## config.mk

```make
export PLATFORM = sky130hd
export DESIGN_NAME = tdm_demux_4
export DESIGN_NICKNAME = d
export VERILOG_FILES = /design/src/rtl/tdm_demux_4.sv
export SDC_FILE = /design/constraint.sdc
export NUM_CORES = 1
export LEC_CHECK = 0
export CAP_MARGIN = 15
export CORE_UTILIZATION = 47
export CTS_CLUSTER_DIAMETER = 100
export DETAILED_ROUTE_END_ITERATION = 6
export MAX_ROUTING_LAYER = met4
export PLACE_DENSITY = 0.73
export RECOVER_POWER = 100
export SLEW_MARGIN = 0
export SYNTH_ARGS = -nofsm -noshare
export SYNTH_HDL_FRONTEND = slang
export SYNTH_SLANG_ARGS = --single-unit
```

## constraint.sdc

```tcl
create_clock -name clk -period 2.15 [get_ports clk]
set_clock_uncertainty 0.05 [all_clocks]
set_input_delay 0.645 -clock clk [delete_from_list [all_inputs] [get_ports clk]]
set_output_delay 0.645 -clock clk [all_outputs]
set_load 0.01 [all_outputs]
```

## src/rtl/tdm_demux_4.sv

```systemverilog
// tdm_demux_4: receive side of a 4-slot TDM link.
// Locks onto frame_sync (which marks slot 0), tracks the slot position and
// collects slots 0..2 in shadow registers. On slot 3 it publishes the whole
// frame as one parallel word. Framing violations raise a one-cycle sync_err.
//
// Handshake: a beat is transferred on any rising edge where in_valid is high.
// There is no backpressure. out_valid is a one-cycle pulse and data_out holds
// its value until the next complete frame.
module tdm_demux_4 #(
  parameter int DATA_W = 1
) (
  input  logic                  clk,
  input  logic                  rst_n,
  input  logic [DATA_W-1:0]     serial_in,
  input  logic                  in_valid,
  input  logic                  frame_sync,
  output logic [4*DATA_W-1:0]   data_out,
  output logic                  out_valid,
  output logic                  locked,
  output logic [1:0]            slot,
  output logic                  sync_err
);

  typedef enum logic {
    HUNT   = 1'b0,
    LOCKED = 1'b1
  } state_e;

  state_e              state_q;
  logic [1:0]          slot_q;
  logic [DATA_W-1:0]   sh0_q, sh1_q, sh2_q;
  logic [4*DATA_W-1:0] data_q;
  logic                out_valid_q;
  logic                locked_q;
  logic                sync_err_q;

  // Framing FSM, slot counter, shadow capture and output registers.
  always_ff @(posedge clk or negedge rst_n) begin
    if (!rst_n) begin
      state_q     <= HUNT;
      slot_q      <= 2'd0;
      sh0_q       <= '0;
      sh1_q       <= '0;
      sh2_q       <= '0;
      data_q      <= '0;
      out_valid_q <= 1'b0;
      locked_q    <= 1'b0;
      sync_err_q  <= 1'b0;
    end else begin
      // Both pulses clear on every cycle unless set again below.
      out_valid_q <= 1'b0;
      sync_err_q  <= 1'b0;
      if (in_valid) begin
        unique case (state_q)
          HUNT: begin
            // Beats that arrive before the first frame_sync are dropped silently.
            if (frame_sync) begin
              sh0_q    <= serial_in;
              slot_q   <= 2'd1;
              state_q  <= LOCKED;
              locked_q <= 1'b1;
            end
          end
          LOCKED: begin
            if (frame_sync) begin
              // A sync beat always starts a new frame. If it arrives early,
              // the partial frame is abandoned and an error is flagged.
              if (slot_q != 2'd0) sync_err_q <= 1'b1;
              sh0_q  <= serial_in;
              slot_q <= 2'd1;
            end else if (slot_q == 2'd0) begin
              // Sync is missing where slot 0 was due: lock is lost.
              sync_err_q <= 1'b1;
              state_q    <= HUNT;
              locked_q   <= 1'b0;
            end else if (slot_q == 2'd3) begin
              data_q      <= {serial_in, sh2_q, sh1_q, sh0_q};
              out_valid_q <= 1'b1;
              slot_q      <= 2'd0;
            end else begin
              if (slot_q == 2'd1) sh1_q <= serial_in;
              else                sh2_q <= serial_in;
              slot_q <= slot_q + 2'd1;
            end
          end
          default: begin
            state_q  <= HUNT;
            locked_q <= 1'b0;
            slot_q   <= 2'd0;
          end
        endcase
      end
    end
  end

  assign data_out  = data_q;
  assign out_valid = out_valid_q;
  assign locked    = locked_q;
  assign slot      = slot_q;
  assign sync_err  = sync_err_q;

endmodule

```

# ---- Yosys cells after proc, flatten, opt, wreduce, memory -nomap -nowiden
# Cells that the tools add are included.
dict set report op_classes {
  n_bitwise 5
  add_sub_neg 1
  mux 24
  eq_ne 6
  n_reduce_logical 8
}
# cell count
set ops {}
lappend ops {{two-way mux 1 bit} 17}
lappend ops {{AND reduction 6 bit} 2}
lappend ops {{two-way mux 2 bit} 4}
lappend ops {{inverter 1 bit} 5}
lappend ops {{AND reduction 5 bit} 1}
lappend ops {{!= test 2 bit, second input constant} 2}
lappend ops {{one-hot mux 1 bit (2 select lines)} 2}
lappend ops {{one-hot mux 2 bit (2 select lines)} 1}
lappend ops {{AND reduction 4 bit} 1}
lappend ops {{!= test 3 bit, second input constant} 1}
lappend ops {{AND reduction 3 bit} 1}
lappend ops {{adder 2 x 1 -> 2 bit, second input constant} 1}
lappend ops {{equality test 2 x 1 -> 1 bit, second input constant} 1}
lappend ops {{equality test 2 bit, second input constant} 1}
lappend ops {{zero test 2 bit} 1}
lappend ops {{!= test 2 x 1 -> 1 bit, second input constant} 1}
lappend ops {{AND reduction 2 bit} 1}
lappend ops {{nonzero test 2 bit} 1}
dict set report totals {
  regBits 13
  out_inout_bits 9
  word_cells 53
  in_bits 5
}

# ---- Logic depth before layout (Yosys ltp)
# Gate-level depths: netlist of run 1.
dict set report logic_depth {
  ltp_word 6
  mapped_depth 5
  ltp_nobuf 5
}

# ---- Worst setup path before layout of run 1
# No wires, ideal clock.
dict set report synth_timing {
  path_type {register to register}
  start {reg slot_q[0] (netlist: slot[0])}
  end {reg sh2_q}
  n_path_buf 0
  path_slack_ns 0.408
  synth_period_minus_slack_ns 1.742
  setup_time_ns 0.125
  t_required_ns 1.975
  stages_incl_launch_ff 6
  t_arrival_ns 1.567
  cell_sequence {dfrtp_1 > inv_1 > ha_1 > or3_1 > nor3_1 > mux2_2}
}
dict set report synth_between {
  elab_chain_len 3
  elab_cells_between_ends 7
  cone_classes {eq/ne (2); bitwise (3); reduce/logical (2)}
}
# element line
set synth_rtl {}
lappend synth_rtl {{start: declaration} 30} ;# logic [1:0] slot_q;
lappend synth_rtl {{start signal: assignment} 83} ;# slot_q <= slot_q + 2'd1;
lappend synth_rtl {{equality test 2 x 1 -> 1 bit (tied with other cells)} 81} ;# if (slot_q == 2'd1) sh1_q <= serial_in;
lappend synth_rtl {{inverter 1 bit (no source line)} n/a}
lappend synth_rtl {{AND reduction 6 bit (no source line) *} n/a}
lappend synth_rtl {{end signal: assignment} 82} ;# else sh2_q <= serial_in;
lappend synth_rtl {{end: declaration} 31} ;# logic [DATA_W-1:0] sh0_q, sh1_q, sh2_q;
# Mark *: on every way between the ends. The rest lies on a longest branch, timed or not.
# A chain may end at the register's enable or synchronous reset.

# ---- Worst setup path in the final report of run 1
dict set report layout_timing {
  start {in in_valid}
  end {reg data_q[1] (netlist: data_out[1])}
}
dict set report layout_between {
  elab_chain_len 1
}
# element line
set layout_rtl {}
lappend layout_rtl {{start: declaration} 15} ;# input logic in_valid,
lappend layout_rtl {{AND reduction 5 bit (no source line)} n/a}
lappend layout_rtl {{end signal: assignment} 77} ;# data_q <= {serial_in, sh2_q, sh1_q, sh0_q};
lappend layout_rtl {{end: declaration} 32} ;# logic [4*DATA_W-1:0] data_q;
# Every way passes these cells.

==> results of run 1 <==
-- cells in the mapped netlist --
cell type	number	share of area [%]
dfrtp_1	13	50
mux2_2	7	12
a21oi_1	5	3.9
ha_1	5	9.7
inv_1	4	2.3
nand2_1	3	1.7
nor2_1	3	1.7
nor3_1	2	1.5
and3_2	1	1.2
and4b_1	1	1.5
buf_2	1	0.77
buf_4	1	1.2
mux2i_1	1	1.5
nand2_4	1	1.7
nand3_1	1	0.77
nor3b_1	1	1.2
nor4b_4	1	3.7
o22ai_1	1	0.97
or2b_1	1	1.2
or3_1	1	0.97
-- state kept, by name, indices dropped and copies added, names as in the netlist --
| signal | flops |
|---|---|
| data_out | 4 |
| locked | 1 |
| out_valid | 1 |
| sh0_q | 1 |
| sh1_q | 1 |
| sh2_q | 1 |
| slot | 2 |
| state_q | 1 |
| sync_err | 1 |
-- cell type report --
cell class	instances	area, sq um
timing repair buffer	16	145
inverter	4	15.0
multi-input combinational	35	287
tap	15	18.8
clock buffer	4	26.3
sequential	13	325
fill	118	468
-- worst max-delay path, delay by kind of cell --
family        cells  cell delay, ns
buf+inv           1            0.54
mux               1            0.39
simple gates      2            0.55
-- metal layers --
layer / wire, um / part of all wire, % / track usage (%) / vias to the layer above
li1: - / - / - / 223
met1: 559 / 52 / 26.5 / 219
met2: 478 / 44 / 30.0 / 11
met3: 42 / 3.9 / 5.20 / 0
met4: 0 / 0 / 2.59 / 0
met5: 0 / 0 / - / -
-- power groups by stage --
stage | Combinational (mW) | Sequential [mW] | Clock [mW]
3_5_place_dp | 0.472 | 0.418 | 0
6_report | 0.445 | 0.407 | 0.149
2_1_floorplan | 0.250 | 0.437 | 0
4_1_cts | 0.477 | 0.413 | 0.158
5_1_grt | 0.507 | 0.419 | 0.168
3_3_place_gp | 0.469 | 0.414 | 0
-- through the flow --
stage	setup slack (ns)	util, %
floorplan	0.408	-
global placement	0.00652	62.7
detailed placement	-0.0244	62.7
CTS	0.131	64.8
global route	0.0508	63.6
finish	0.143	63.6
-- path summary, 6_finish.rpt --
kind,from,endpoint,slack [ns],depth (start not counted)
setup / recovery,in_valid,data_out[1]$_DFFE_PN0P_,0.14,4
min in group asynchronous,rst_n,data_out[2]$_DFFE_PN0P_,0.76,1
max in group asynchronous,rst_n,sh1_q$_DFFE_PN0P_,0.92,1
hold reg to reg,data_out[2]$_DFFE_PN0P_,data_out[2]$_DFFE_PN0P_,0.46,1
hold / removal,data_out[2]$_DFFE_PN0P_,data_out[2]$_DFFE_PN0P_,0.46,1
setup reg to reg,slot[0]$_DFFE_PN0P_,sh2_q$_DFFE_PN0P_,0.33,5
-- cell families (layout without fill, tap and decap cells) --
logic type               after synthesis  in the layout
buffers and inverters                  6             24
AND/OR/NAND/NOR                       16             16
adder cells (fa/ha/maj)                5              5
multiplexers                           8              8
AO/OA/AOI/OAI                          6              6
flip-flops                            13             13
==> reports/metrics.csv, run 1 <==
metric,value,unit
cap_violations,0,
muxShareOfSynthArea,13.7,%
place_inst,83,
globalplace.congestion,0.772,
antenna_found_initial,0,
grt_pass1_vias,448,
intPower,0.662,mW
slew_violations,0,
finalSetupViolCount,0,
slowest_delay,0.54,ns
synthAdderAreaFrac,9.67,%
sw_frac_of_total,33.9,%
htree_levels,1,
syn-cell-area,647,sq um
synth_nets,64,
wl_per_cell,12.4,um
drt-initial-drc-count,11,
ys_types,20,
cts_resized,0,
syn_inst,54,
die_h,39.1,um
synth-compound-area-share,4.84,%
overflow,0,
cts_buffers,3,
layout_common_cells,"13 x dfrtp_1, 10 x dlygate4sd3_1, 7 x mux2_2, 5 x a21oi_1, 5 x ha_1",
grt_max_degree,14,
period_needed,2.01,ns
required,2.26,ns
worst_pin_slew,0.577,ns
drc,0,
timing_hold_violations_final,0,
grt_first_pass_wirelength,1960,um
clkTransAtPathRegs,0.08,ns
pin_count,14,
ctsLongestPathBuffers,2,
arrival,2.11,ns
yosys.area_share.simple,17.2,%
irDropWorstVdd,0.545,mV
power_frac_seq,40.6,%
die_x,39.1,um
dieArea,0.00153,sq mm
finalSetupTns,0,ns
worstPathCellList,dlygate4sd3_1 -> nand2_1 -> nor4b_4 -> mux2_2,
layout_commonest_cell,dfrtp_1,
p_comb_share,44.5,%
cts_tree,done,
fin_area,817,sq um
clock_power_share,14.9,%
place_hpwl,807,um
cellPowerDensity,1230,mW/mm^2
slew-limit-headroom,61.4,%
rows,13,
crit_fanout,5,
rsz0062_at_grt,no,
vias,453,
synth-xor-area-share,0,%
area_growth,26.3,%
ctsHoldBuffers,0,
end_kind,flip-flop,
vias_per_cell,5.21,
core,0.00128,sq mm
syn_area_per_cell,12.0,sq um
grt_use_total,19.5,%
synth_warnings,0,
dpl_cell_area,806,sq um
clk_latency,0.27,ns
drt_first_pass_iters,4,
hold_path.class,flip-flop to flip-flop,
critPathLaunchType,input pin,
p_sw,0.339,mW
cts_setup_buffers,0,
period_share,93.4,%
fin_cells,87,
crit_type,input pin to flip-flop,
crit_path_top_delay_cell,dlygate4sd3_1,
final_antenna_net_count,0,
outcome,completed,
ys_ff_latch,13,
clock_sinks,13,
cts_root_buf,clkbuf_4,
fmax,498,MHz
initial_core_util,50.3,%
synth-seq-area-share,50.3,%
leakage,0.395,nW
total_power,1.00,mW
synth_top_family_by_area,simple AND/OR/NAND/NOR gates,
fin_nets,83,
wl,1080,um
antennaDiodeCount,0,
drive_gt1_share,18.1,%
hold_ws,0.457,ns
port_buffers,13,
No activity file was read; power rests on OpenSTA's default activity.
==> run 2: changes to the inputs <==
==> constraint.sdc (replaced) <==
create_clock -name clk -period 2.2 [get_ports clk]
set_clock_uncertainty 0.05 [all_clocks]
set_input_delay 0.66 -clock clk [delete_from_list [all_inputs] [get_ports clk]]
set_output_delay 0.66 -clock clk [all_outputs]
set_load 0.01 [all_outputs]
==> reports/metrics.csv, run 2 (same netlist as run 1, synthesis figures left out) <==
metric,value,unit,change
critPathLaunchType,input pin,,
die_x,39.1,um,unchanged
area_growth,25.0,%,
irDropWorstVdd,0.683,mV,+25%
cts_tree,done,,
highest_layer,met4,,
cap_violations,0,,unchanged
grt_use_total,19.1,%,-0.47 points
worst_pin_slew,0.566,ns,-0.0102 ns
clk_latency,0.28,ns,about the same
pin_count,14,,unchanged
required,2.32,ns,+0.06 ns
finalSetupViolCount,0,,unchanged
r2r_start,slot[0]$_DFFE_PN0P_,,
dpl_cell_area,798,sq um,-0.93%
period_needed,2.06,ns,
fin_nets,82,,-1.2%
crit_fanout,5,,unchanged
rows,13,,unchanged
initial_core_util,50.3,%,unchanged
rsz0062_at_grt,no,,
fmax,486,MHz,
wl,1060,um,-1.8%
clock_sinks,13,,unchanged
timing_hold_violations_final,0,,unchanged
crit_path_top_delay_cell,dlygate4sd3_1,,
vias_per_cell,5.07,,-2.6%
ctsHoldBuffers,0,,unchanged
slew-limit-headroom,62.1,%,+0.68 points
cts_setup_buffers,0,,unchanged
cts_root_buf,clkbuf_4,,
final_antenna_net_count,0,,unchanged
leakage,0.390,nW,-1.2%
end_kind,flip-flop,,
cp-startpoint,in_valid,,
grt_first_pass_wirelength,1780,um,-9.1%
wl_met2,462,um,-3.3%
route.met3.wl,37,um,-12%
finalSetupTns,0,ns,unchanged
overflow,0,,unchanged
met1_length,523,um,-6.4%
antenna_found_initial,0,,unchanged
wl_per_cell,12.3,um,-0.62%
hold_path.class,flip-flop to flip-flop,,
clkTransAtPathRegs,0.08,ns,about the same
cellPowerDensity,1200,mW/mm^2,-2.3%
port_buffers,13,,unchanged
reg2reg_slack,0.36,ns,+0.03 ns
pre_cts_slack,0.0191,ns,+0.0435 ns
place_hpwl,771,um,-4.5%
drive_gt1_share,18.3,%,+0.25 points
endpoint,data_out[3]$_DFFE_PN0P_,,
drt_first_pass_iters,2,,-2
ctsLongestPathBuffers,2,,unchanged
vias,436,,-3.8%
cts_resized,0,,unchanged
crit_type,input pin to flip-flop,,
core,0.00128,sq mm,unchanged
largest_reg_flops,4,,unchanged
drc,0,,unchanged
slew_violations,0,,unchanged
grt_max_degree,14,,unchanged
fin_area,808,sq um,-1.1%
dieArea,0.00153,sq mm,unchanged
drt-initial-drc-count,4,,-7
grt_pass1_vias,427,,-4.7%
period_share,93.6,%,
ff2ff_path_depth,4,,-1
layout_common_cells,"13 x dfrtp_1, 11 x dlygate4sd3_1, 7 x mux2_2, 5 x a21oi_1, 5 x ha_1",,
worst_slack,0.141,ns,-0.00196 ns
worstPathCellList,dlygate4sd3_1 -> nand2_4 -> nor4b_2 -> mux2_2,,
layout_commonest_cell,dfrtp_1,,
r2r_end,data_out[3]$_DFFE_PN0P_,,
die_h,39.1,um,unchanged
arrival,2.17,ns,+0.06 ns
antennaDiodeCount,0,,unchanged
cts_buffers,3,,unchanged
slowest_delay,0.59,ns,+0.05 ns
globalplace.congestion,0.772,,about the same
outcome,completed,,
htree_levels,1,,unchanged
-- run 2: worst min-delay path by stage --
stage,cells after the start,end,startpoint,slack [ns]
floorplan,0,data_out[0]$_DFFE_PN0P_,rst_n,0.31
global placement,1,data_out[1]$_DFFE_PN0P_,sh1_q$_DFFE_PN0P_,0.44
detailed placement,1,sh0_q$_DFFE_PN0P_,sh0_q$_DFFE_PN0P_,0.44
CTS,1,data_out[3]$_DFFE_PN0P_,data_out[3]$_DFFE_PN0P_,0.46
global route,1,data_out[3]$_DFFE_PN0P_,data_out[3]$_DFFE_PN0P_,0.48
finish,1,data_out[3]$_DFFE_PN0P_,data_out[3]$_DFFE_PN0P_,0.46
-- run 2: final cells by class --
cell class / instances / area, sq um
fillers: 112 / 477
flip-flops and latches: 13 / 325
multi-input cells: 35 / 285
repair buffers: 15 / 138
clock buffers: 4 / 26.3
well taps: 15 / 18.8
inverters: 4 / 15.0
-- run 2: through the flow --
stage                     utilization, %  std cells  power (mW)  hold WS [ns]
after floorplan                        -         54       0.671         0.314
after global placement              62.1         82       0.856         0.441
after detailed placement            62.1         82       0.860         0.444
after CTS                           64.2         86        1.02         0.463
after global routing                62.9         86        1.06         0.484
final                               62.9         86       0.967         0.455
-- run 2: worst max-delay path, delay by kind of cell --
family                 cells  cell delay, ns
buffers and inverters      1            0.59
multiplexers               1            0.39
AND/OR/NAND/NOR            2            0.53
-- run 2: power breakdown --
group          internal [mW]  switching [mW]  leakage, nW  total, mW
Combinational          0.236           0.184        0.215      0.420
Clock                 0.0704          0.0798       0.0150      0.150
Sequential             0.332          0.0657        0.160      0.398
-- run 2: routing by layer --
| metal | up-vias | track usage [%] |
|---|---|---|
| met1 | 200 | 22.9 |
| met2 | 9 | 26.3 |
| met5 | - | - |
| li1 | 223 | - |
| met3 | 4 | 5.20 |
| met4 | 0 | 15.5 |
==> variant: new RTL, settings of run 1 <==
Put one more register stage on the output `data_out`. The value now appears one clock later. The other outputs are not delayed to match. Comments in the files are not updated.
--- a/src/rtl/tdm_demux_4.sv
+++ b/src/rtl/tdm_demux_4.sv
@@ -94,5 +94,7 @@
   end
 
-  assign data_out  = data_q;
+  always_ff @(posedge clk) begin
+    data_out <= data_q;
+  end
   assign out_valid = out_valid_q;
   assign locked    = locked_q;
Function: changed (a bounded check fails within 10 cycles, from zero or initial values and one cycle with rst_n low).
==> variant against run 1 <==
  * Total power increased by 15%
  * Synthesized cell count increased by 7.4%
  * Wire length increased by 15%
  * Die area increased by 12%
  * Critical path depth increased by 3
  * Largest cell class unchanged
  * Critical endpoint is now state_q
  * Clock power increased by 11%
  * Area after synthesis increased by 13%
  * Sequential cell count increased by 4
  * Register-to-register slack got worse by 0.03 ns
  * Cell area increased by 12%
  * Setup slack got worse by 0.023 ns
  * Combinational power increased by 4%
  * Sequential power increased by 28%
  * Largest power group is now registers
==> variant: results (changes against run 1) <==
Run status
  – Run status: finished clean

Worst setup path
  – Crit Path Max Fanout: 7 (+2)
  – CP arrival: 2.19 ns (+0.08 ns)

CTS
  – Post-CTS Setup Inserts: 0 (unchanged)
  – H-tree depth: 1 (unchanged)
  – Post-CTS Resized: 0 (unchanged)
  – TritonCTS buffer count: 3 (unchanged)
  – Clock-pin slew on the worst setup and hold paths: about 0.09 ns
  – Worst skew pair latency: ~0.28 ns
  – Maximum clock path buffer count: 2 (unchanged)
  – CTS Root Cell: clkbuf_4

Layout
  – # fillers: 116 (-1.7%)
  – Antenna cells: 0 (unchanged)
  – Share of cells above drive strength 1: 0.179 (-0.00107)
  – Total Nets Final: 89 (+7.2%)

Logic synthesis
  – Post-synthesis sequential area ratio: 0.554 (+0.0509)
  – Synth warn: 0 (unchanged)
  – Area contributors post-synth: dfrtp_1 44%, dfxtp_1 11%, mux2_2 11%
  – Synth Net Count: 68 (+6.3%)
  – FFs w/ async S/R, synth: 0.765 (-0.235)
  – Synth cell count leaders: 13 x dfrtp_1, 7 x mux2_2, 5 x ha_1, 4 x dfxtp_1, 4 x inv_1
  – Library cells used by synthesis: 24 (+20%)

Global routing
  – Total congestion overflow: 0 (unchanged)
  – Pin count of the biggest net entering global routing: 14 (unchanged)
  – First-pass GRT wire length: 2.13 mm (+8.8%)
  – Total track usage: 0.172 (-0.0235)
  – Vias in the first global route: 475 (+6.0%)
  – Initial antenna violation count: 0 (unchanged)

Routing
  – Pre-antenna DRT Iters: 4 (unchanged)
  – Vias: 485 (+7.1%)
  – WL final: 1.24 mm (+15%)
  – DRT iter0 DRCs: 5 (-6)

Placed design
  – GP Congestion: 0.825 (+6.8%)
  – I/O Buffers: 13 (unchanged)
  – Setup WS pre-CTS: -0.0609 ns (-0.0365 ns)
  – HPWL after DPL: 959 um (+19%)

Power and ir drop
  – Cell-internal power: 778 uW (+18%)
  – Worst vdd ir: 0.670 mV (+23%)
  – Seq pwr: 522 uW (+28%)
  – Comb pwr share: 0.401 (-0.044)
  – Psw: 372 uW (+9.5%)
  – Lkg Pwr: 0.429 nW (+8.7%)

Timing
  – Worst slew margin relative to its limit: 0.602 (-0.0125)

Min path
  – Min-Delay Path Class: reg2reg
-- variant: final timing paths --
kind / startpoint / end / slack, ns / cells after the start
min in group asynchronous: rst_n / sync_err / 0.75 / 1
hold / removal: data_q[0] / data_out[0] / 0.33 / 0
hold reg to reg: data_q[0] / data_out[0] / 0.33 / 0
setup reg to reg: slot[0] / sh2_q / 0.30 / 5
setup / recovery: frame_sync / state_q / 0.12 / 7
max in group asynchronous: rst_n / sh0_q / 0.92 / 1
-- variant: cells by family after synthesis --
family / Yosys count / synth area share
buf+inv: 6 / 0.0427
compound gates: 6 / 0.0427
simple gates: 16 / 0.152
mux: 8 / 0.123
fa+ha+maj: 5 / 0.0855
flops: 17 / 0.554
-- variant: area by class of cell --
type | instances | area share
repair buffers | 18 | 0.171
inverters | 4 | 0.0165
flip-flops and latches | 17 | 0.444
clock buffers | 4 | 0.0288
multi-input cells | 35 | 0.318
well taps | 15 | 0.0206
-- variant: routing by layer --
| metal | up-vias | global-route usage | share of wire |
|---|---|---|---|
| met5 | - | - | 0 |
| met1 | 234 | 0.218 | 0.50 |
| met2 | 13 | 0.253 | 0.45 |
| li1 | 236 | - | - |
| met3 | 2 | 0.0391 | 0.039 |
| met4 | 0 | 0.0968 | 0.014 |
-- variant: worst max-delay path: stages --
cell             delay [ns]
clkdlybuf4s50_1        0.47
clkbuf_1               0.19
clkbuf_1               0.30
inv_1                  0.08
ha_1                   0.22
and3_1                 0.18
a21oi_1                0.11
-- variant: per-stage QoR --
stage	utilization	cells	setup TNS (ns)	hold WS (ns)	area, um2
floorplan	-	58	0	0.294	732
global placement	0.660	89	-0.169	0.302	902
detailed placement	0.660	89	-0.118	0.305	902
CTS	0.679	93	0	0.328	928
global route	0.668	93	0	0.339	912
finish	0.668	93	0	0.325	912
